===== config.mk =====
export PLATFORM = sky130hd
export DESIGN_NAME = coffee_input_conditioner
export DESIGN_NICKNAME = d
export VERILOG_FILES = /design/src/rtl/coffee_input_conditioner.sv
export SDC_FILE = /design/constraint.sdc
export NUM_CORES = 1
export LEC_CHECK = 0
export CAP_MARGIN = 20
export CORE_MARGIN = 8
export CORE_UTILIZATION = 40
export DETAILED_ROUTE_END_ITERATION = 8
export PLACE_DENSITY = 0.68
export SYNTH_ARGS = -nofsm -noshare
export SYNTH_HDL_FRONTEND = slang
export SYNTH_SLANG_ARGS = --single-unit

===== constraint.sdc =====
create_clock -name CLK -period 8.2 [get_ports CLK]
set_input_delay 1.64 -clock CLK [delete_from_list [all_inputs] [get_ports CLK]]
set_output_delay 1.64 -clock CLK [all_outputs]
set_load 0.01 [all_outputs]

===== src/rtl/coffee_input_conditioner.sv =====
// Synchronises and debounces the seven board switches and push-button A for the coffee machine.
// Outputs clean levels, a one-cycle press strobe for A, and a registered volume/bean validity flag.
module coffee_input_conditioner #(
  parameter int DEBOUNCE_CYCLES = 50000,
  parameter int CNT_W           = 16,
  parameter int A_ACTIVE_LOW    = 1
) (
  input  logic       CLK,
  input  logic       RST,
  input  logic       A_raw,
  input  logic [6:0] SW_raw,
  output logic [6:0] SW,
  output logic       A_level,
  output logic       A_pulse,
  output logic       VL,
  output logic       VL_chg
);

  localparam int              NCH      = 8;
  localparam logic            A_IDLE   = (A_ACTIVE_LOW != 0);
  localparam logic [NCH-1:0]  SYNC_RST = {A_IDLE, 7'b0};
  localparam logic [CNT_W-1:0] CNT_MAX = CNT_W'(DEBOUNCE_CYCLES - 1);

  // Channel 7 carries A; channels 6..0 carry the switches in pin order.
  logic [NCH-1:0]   s1_q;
  logic [NCH-1:0]   s2_q;
  logic [NCH-1:0]   samp;
  logic [NCH-1:0]   stable_q;
  logic [NCH-1:0]   stable_d;
  logic [CNT_W-1:0] cnt_q [NCH];
  logic [CNT_W-1:0] cnt_d [NCH];
  logic             a_level_dly_q;
  logic             vl_q;
  logic             vl_d;
  logic             vl_dly_q;

  assign samp = {s2_q[7] ^ A_IDLE, s2_q[6:0]};

  always_comb begin
    stable_d = stable_q;
    for (int i = 0; i < NCH; i++) begin
      cnt_d[i] = cnt_q[i];
      if (samp[i] == stable_q[i]) begin
        cnt_d[i] = '0;
      end else if (cnt_q[i] == CNT_MAX) begin
        stable_d[i] = samp[i];
        cnt_d[i]    = '0;
      end else begin
        cnt_d[i] = cnt_q[i] + CNT_W'(1);
      end
    end
  end

  // Valid when the volume selection matches the bean selection bit for bit.
  assign vl_d = (stable_q[3] == stable_q[5]) && (stable_q[4] == stable_q[6]);

  always_ff @(posedge CLK or posedge RST) begin
    if (RST) begin
      s1_q          <= SYNC_RST;
      s2_q          <= SYNC_RST;
      stable_q      <= '0;
      for (int i = 0; i < NCH; i++) cnt_q[i] <= '0;
      a_level_dly_q <= 1'b0;
      vl_q          <= 1'b1;
      vl_dly_q      <= 1'b1;
    end else begin
      s1_q          <= {A_raw, SW_raw};
      s2_q          <= s1_q;
      stable_q      <= stable_d;
      for (int i = 0; i < NCH; i++) cnt_q[i] <= cnt_d[i];
      a_level_dly_q <= stable_q[7];
      vl_q          <= vl_d;
      vl_dly_q      <= vl_q;
    end
  end

  assign SW      = stable_q[6:0];
  assign A_level = stable_q[7];
  assign A_pulse = stable_q[7] & ~a_level_dly_q;
  assign VL      = vl_q;
  assign VL_chg  = vl_q ^ vl_dly_q;

endmodule

# Yosys cells after proc, flatten, opt, wreduce, memory -nomap -nowiden
# Index checks and enable logic that the tools add are counted.
# op_classes
bitwise,12
n_reduce_logical,9
n_eq_ne,18
add_sub_neg,8
muxes,16
# ops
operator,n
$mux 16,16
$add 16x1->16 const B,8
$eq 16x16->1 const B,8
$reduce_and 2->1,8
$eq 1x1->1,10
$not 1->1,10
$and 1x1->1,1
$logic_and 1x1->1,1
$xor 1x1->1,1
# totals
word_cells,84
inputBits,10
ff_bits,155

# Longest topological paths before layout
# logic_depth
word_depth,4
ltp_mapped,6

# Least setup slack after synthesis
# Ideal clock, no wire load.
# synth_path
kind,flip-flop to output port
start,"register vl_q, in the netlist VL"
end,output VL_chg
n_path_buf,0
arrival_ns,0.788
setup_slack_ns,5.772
stages_incl_launch_ff,2
required_time_ns,6.560
cell_sequence,dfstp_2 xor2_1
# synth_via
elab_chain_cells,1
# synth_rtl
item,line,source
start: declaration,33,logic vl_q;
start signal: assignment,72,vl_q <= vl_d;
$xor 1x1->1,81,assign VL_chg = vl_q ^ vl_dly_q;
end: declaration,16,output logic VL_chg
# No other way between the ends.

# Worst setup path in the final report
# Same ends and word-level chain as after synthesis.

==> impl_metrics.tcl <==
set metrics [dict create \
    post_drt_via_cell_ratio 4.97 \
    start_util_pct 40.4 \
    setup_slack_ns 4.90 \
    p_per_area_mw_per_mm2 196 \
    synth_compound_area_share_pct 2.33 \
    hold_buffers 0 \
    outcome "completed" \
    htreeDepth 4 \
    seq_area_frac_synth_pct 54.1 \
    n_antenna_cell 0 \
    cp_max_fo 3 \
    ys_ff_latch 155 \
    p_switching_uw 356 \
    syn2layout_area_growth_pct 14.0 \
    hold_viol_final 0 \
    die_y_um 150 \
    stdcell_count 967 \
    grt_start_max_net_pins 89 \
    fp.dieW_um 150 \
    vias 4810 \
    ys_warn_count 0 \
    worstHoldPathCells 0 \
    skew_ns 0.0107 \
    dr.pass1.iters 4 \
    antenna_found_initial 0 \
    pwr-share-comb_pct 3.0 \
    ant_nets 0 \
    numClockSinks 155 \
    grt_overflow 0 \
    rsz0062_at_grt "no" \
    cts_made_buffers 17 \
    rr_worst_depth 4 \
    regToRegEndpoint "cnt_q[78]" \
    tightest_slew_ns 0.862 \
    crit_path_end_kind "output port" \
    synth-simple-area-share_pct 23.7 \
    maxCapViolCount 0 \
    regToRegStartpoint "cnt_q[76]" \
    dp_hpwl_mm 7.81 \
    synth_xor_xnor_area_share_pct 14.6 \
    p_sw_share_pct 22.2 \
    row_count 49 \
    gp_congestion 0.782 \
    setup_viol_count_final 0 \
    netlist_area_mm2 0.00718 \
    crit_type "register to output port" \
    placeableCoreArea_mm2 0.0178 \
    final_area_mm2 0.00819 \
    synth-adder-area-share_pct 1.39 \
    clk_latency_ns 0.42 \
    synth_area_per_cell_um2 10.4 \
    critical_path_required_ns 6.56 \
    irDropWorstVdd_v 0.000163 \
    ios 21 \
    cp.arrival_ns 1.66 \
    period_needed_ns 3.30 \
    root_buffer "clkbuf_16" \
    post_cts_buffers 0 \
    synth_top_family_by_area "simple AND/OR/NAND/NOR gates" \
    p_leak_nw 3.25 \
    r2r_setup_slack_ns 6.15 \
    grt_pass1_wl_mm 21.7 \
    drt_drc_violations_left 0 \
    p_int_mw 1.25 \
    drive_above_1_share_pct 7.05 \
    grt_pass1_vias 4827 \
    dieArea_mm2 0.0225 \
    clkPwrFrac_pct 47.8 \
    portBuffers 20 \
    nets 743 \
    cts_tree "yes" \
    hp-start "s1_q[2]" \
    grt_usage_pct 11.6 \
    synthCells 694 \
    hold_end "s2_q[2]" \
    worst_setup_path_start_kind "register" \
    fmaxAchievable_mhz 303 \
    synthMuxAreaShare_pct 1.24 \
    yosysUniqueCellTypes 29 \
    pre_cts_slack_ns 4.55 \
    dp_cells 935 \
    clkSlewWorstSetupHoldPaths_ns 0.06 \
    p_seq_share_pct 49.2 \
    fin_crit_sh_pct 40.3 \
    maxSlewHeadroom_pct 42.3 \
    drt_wl_total_mm 12.0 \
    setup_tns_ns 0 \
    drt_iter0_drc 300 \
    drv_slew 0 \
    clock_path_buffers 2 \
    post_cts_resize_count 0 \
    synthesis.nets 712 \
    worstHoldPathType "register to register" \
    place_area_mm2 0.00761 \
    nFillCells 1663 \
    wl_per_cell_um 12.4 \
]
worst max-delay path, cell delays in order, from the launching register on:
cell             delay [ns]
dfstp_2                0.55
xor2_1                 0.14
clkdlybuf4s50_1        0.56
cells in the mapped netlist (all sizes together):
cell type,n,share of area (%)
nand2,34,1.8
or4,2,0.21
nor4,40,3.5
nand3b,2,0.21
and2,1,0.087
mux2,7,1.1
nand3,46,3.3
xor2,26,3.2
xnor2,94,11
dfrtp,151,53
ha,8,1.4
o31ai,2,0.21
dfstp,4,1.5
clkbuf,1,0.052
and3,7,0.61
inv,30,1.6
buf,8,0.99
mux2i,1,0.14
nor4bb,6,0.84
nand4,32,2.8
nor3,28,2.0
o41ai,5,1.9
nor2,151,7.9
a21oi,3,0.21
nor4b,3,0.37
or2,1,0.087
or3,1,0.087
per-stage QoR:
step / hold WS [ns] / power (mW) / util, %
after CTS: 0.352 / 1.63 / 46.1
after global routing: 0.359 / 1.67 / 46.1
after global placement: 0.334 / 0.854 / 42.8
after detailed placement: 0.337 / 0.854 / 42.8
after floorplan: 0.331 / 0.841 / -
final: 0.349 / 1.61 / 46.1
placed cells by master (no fill, tap or decap), types with 4 or more instances in the layout:
cell,Yosys,layout
nor3_1,28,28
mux2_2,7,7
nand4_1,32,32
nor4bb_1,6,6
nand3_1,44,44
clkinv_2,0,4
and3_1,7,7
dfstp_2,4,4
clkbuf_16,0,17
nor2_1,151,151
xor2_1,26,26
o41ai_4,5,5
ha_1,8,8
xnor2_1,94,94
nand2_1,34,34
inv_1,30,29
clkinvlp_4,0,5
clkdlybuf4s50_1,0,20
nor4_1,40,40
dfrtp_1,151,151
worst max path at each step:
stage                     cells after the start  slack, ns       endpoint  start
after floorplan                               1       2.39  a_level_dly_q    RST
after global placement                        3       4.57      cnt_q[49]    RST
after detailed placement                      3       4.55      cnt_q[49]    RST
after CTS                                     2       4.86         VL_chg     VL
after global routing                          3       4.78      cnt_q[49]    RST
final                                         2       4.90         VL_chg     VL
metal layers:
metal,track usage (%),vias up,wire length [um]
li1,-,2431,-
met1,14.6,2317,5900
met2,18.4,50,5570
met3,3.48,12,408
met4,4.75,0,148
met5,0,-,0
registers in the layout, indices dropped and copies added, names as in the netlist:
signal	cells
VL	1
a_level_dly_q	1
cnt_q	128
s1_q	8
s2_q	8
stable_q	8
vl_dly_q	1
cells by family (layout without fill, tap and decap cells):
family	Yosys count	in the layout
adder cells (fa/ha/maj)	8	8
AO/OA/AOI/OAI	10	10
XOR/XNOR	120	120
AND/OR/NAND/NOR	354	354
flip-flops	155	155
buffers and inverters	39	83
multiplexers	8	8
power by group through the flow:
stage	Combinational, mW	Clock (mW)	Sequential [mW]
floorplan	0.0392	0	0.802
global placement	0.0502	0	0.804
detailed placement	0.0503	0	0.804
CTS	0.0507	0.793	0.790
global route	0.0570	0.823	0.792
finish	0.0486	0.768	0.790
cell type report:
class	instances	area (um^2)	area share, %
clock buffers	18	439	5.36
clock inverters	14	144	1.76
well taps	229	287	3.50
repair buffers	21	208	2.54
flip-flops and latches	155	3880	47.4
inverters	30	118	1.44
multi-input cells	500	3110	38.0
No activity file was read; power rests on OpenSTA's default activity.
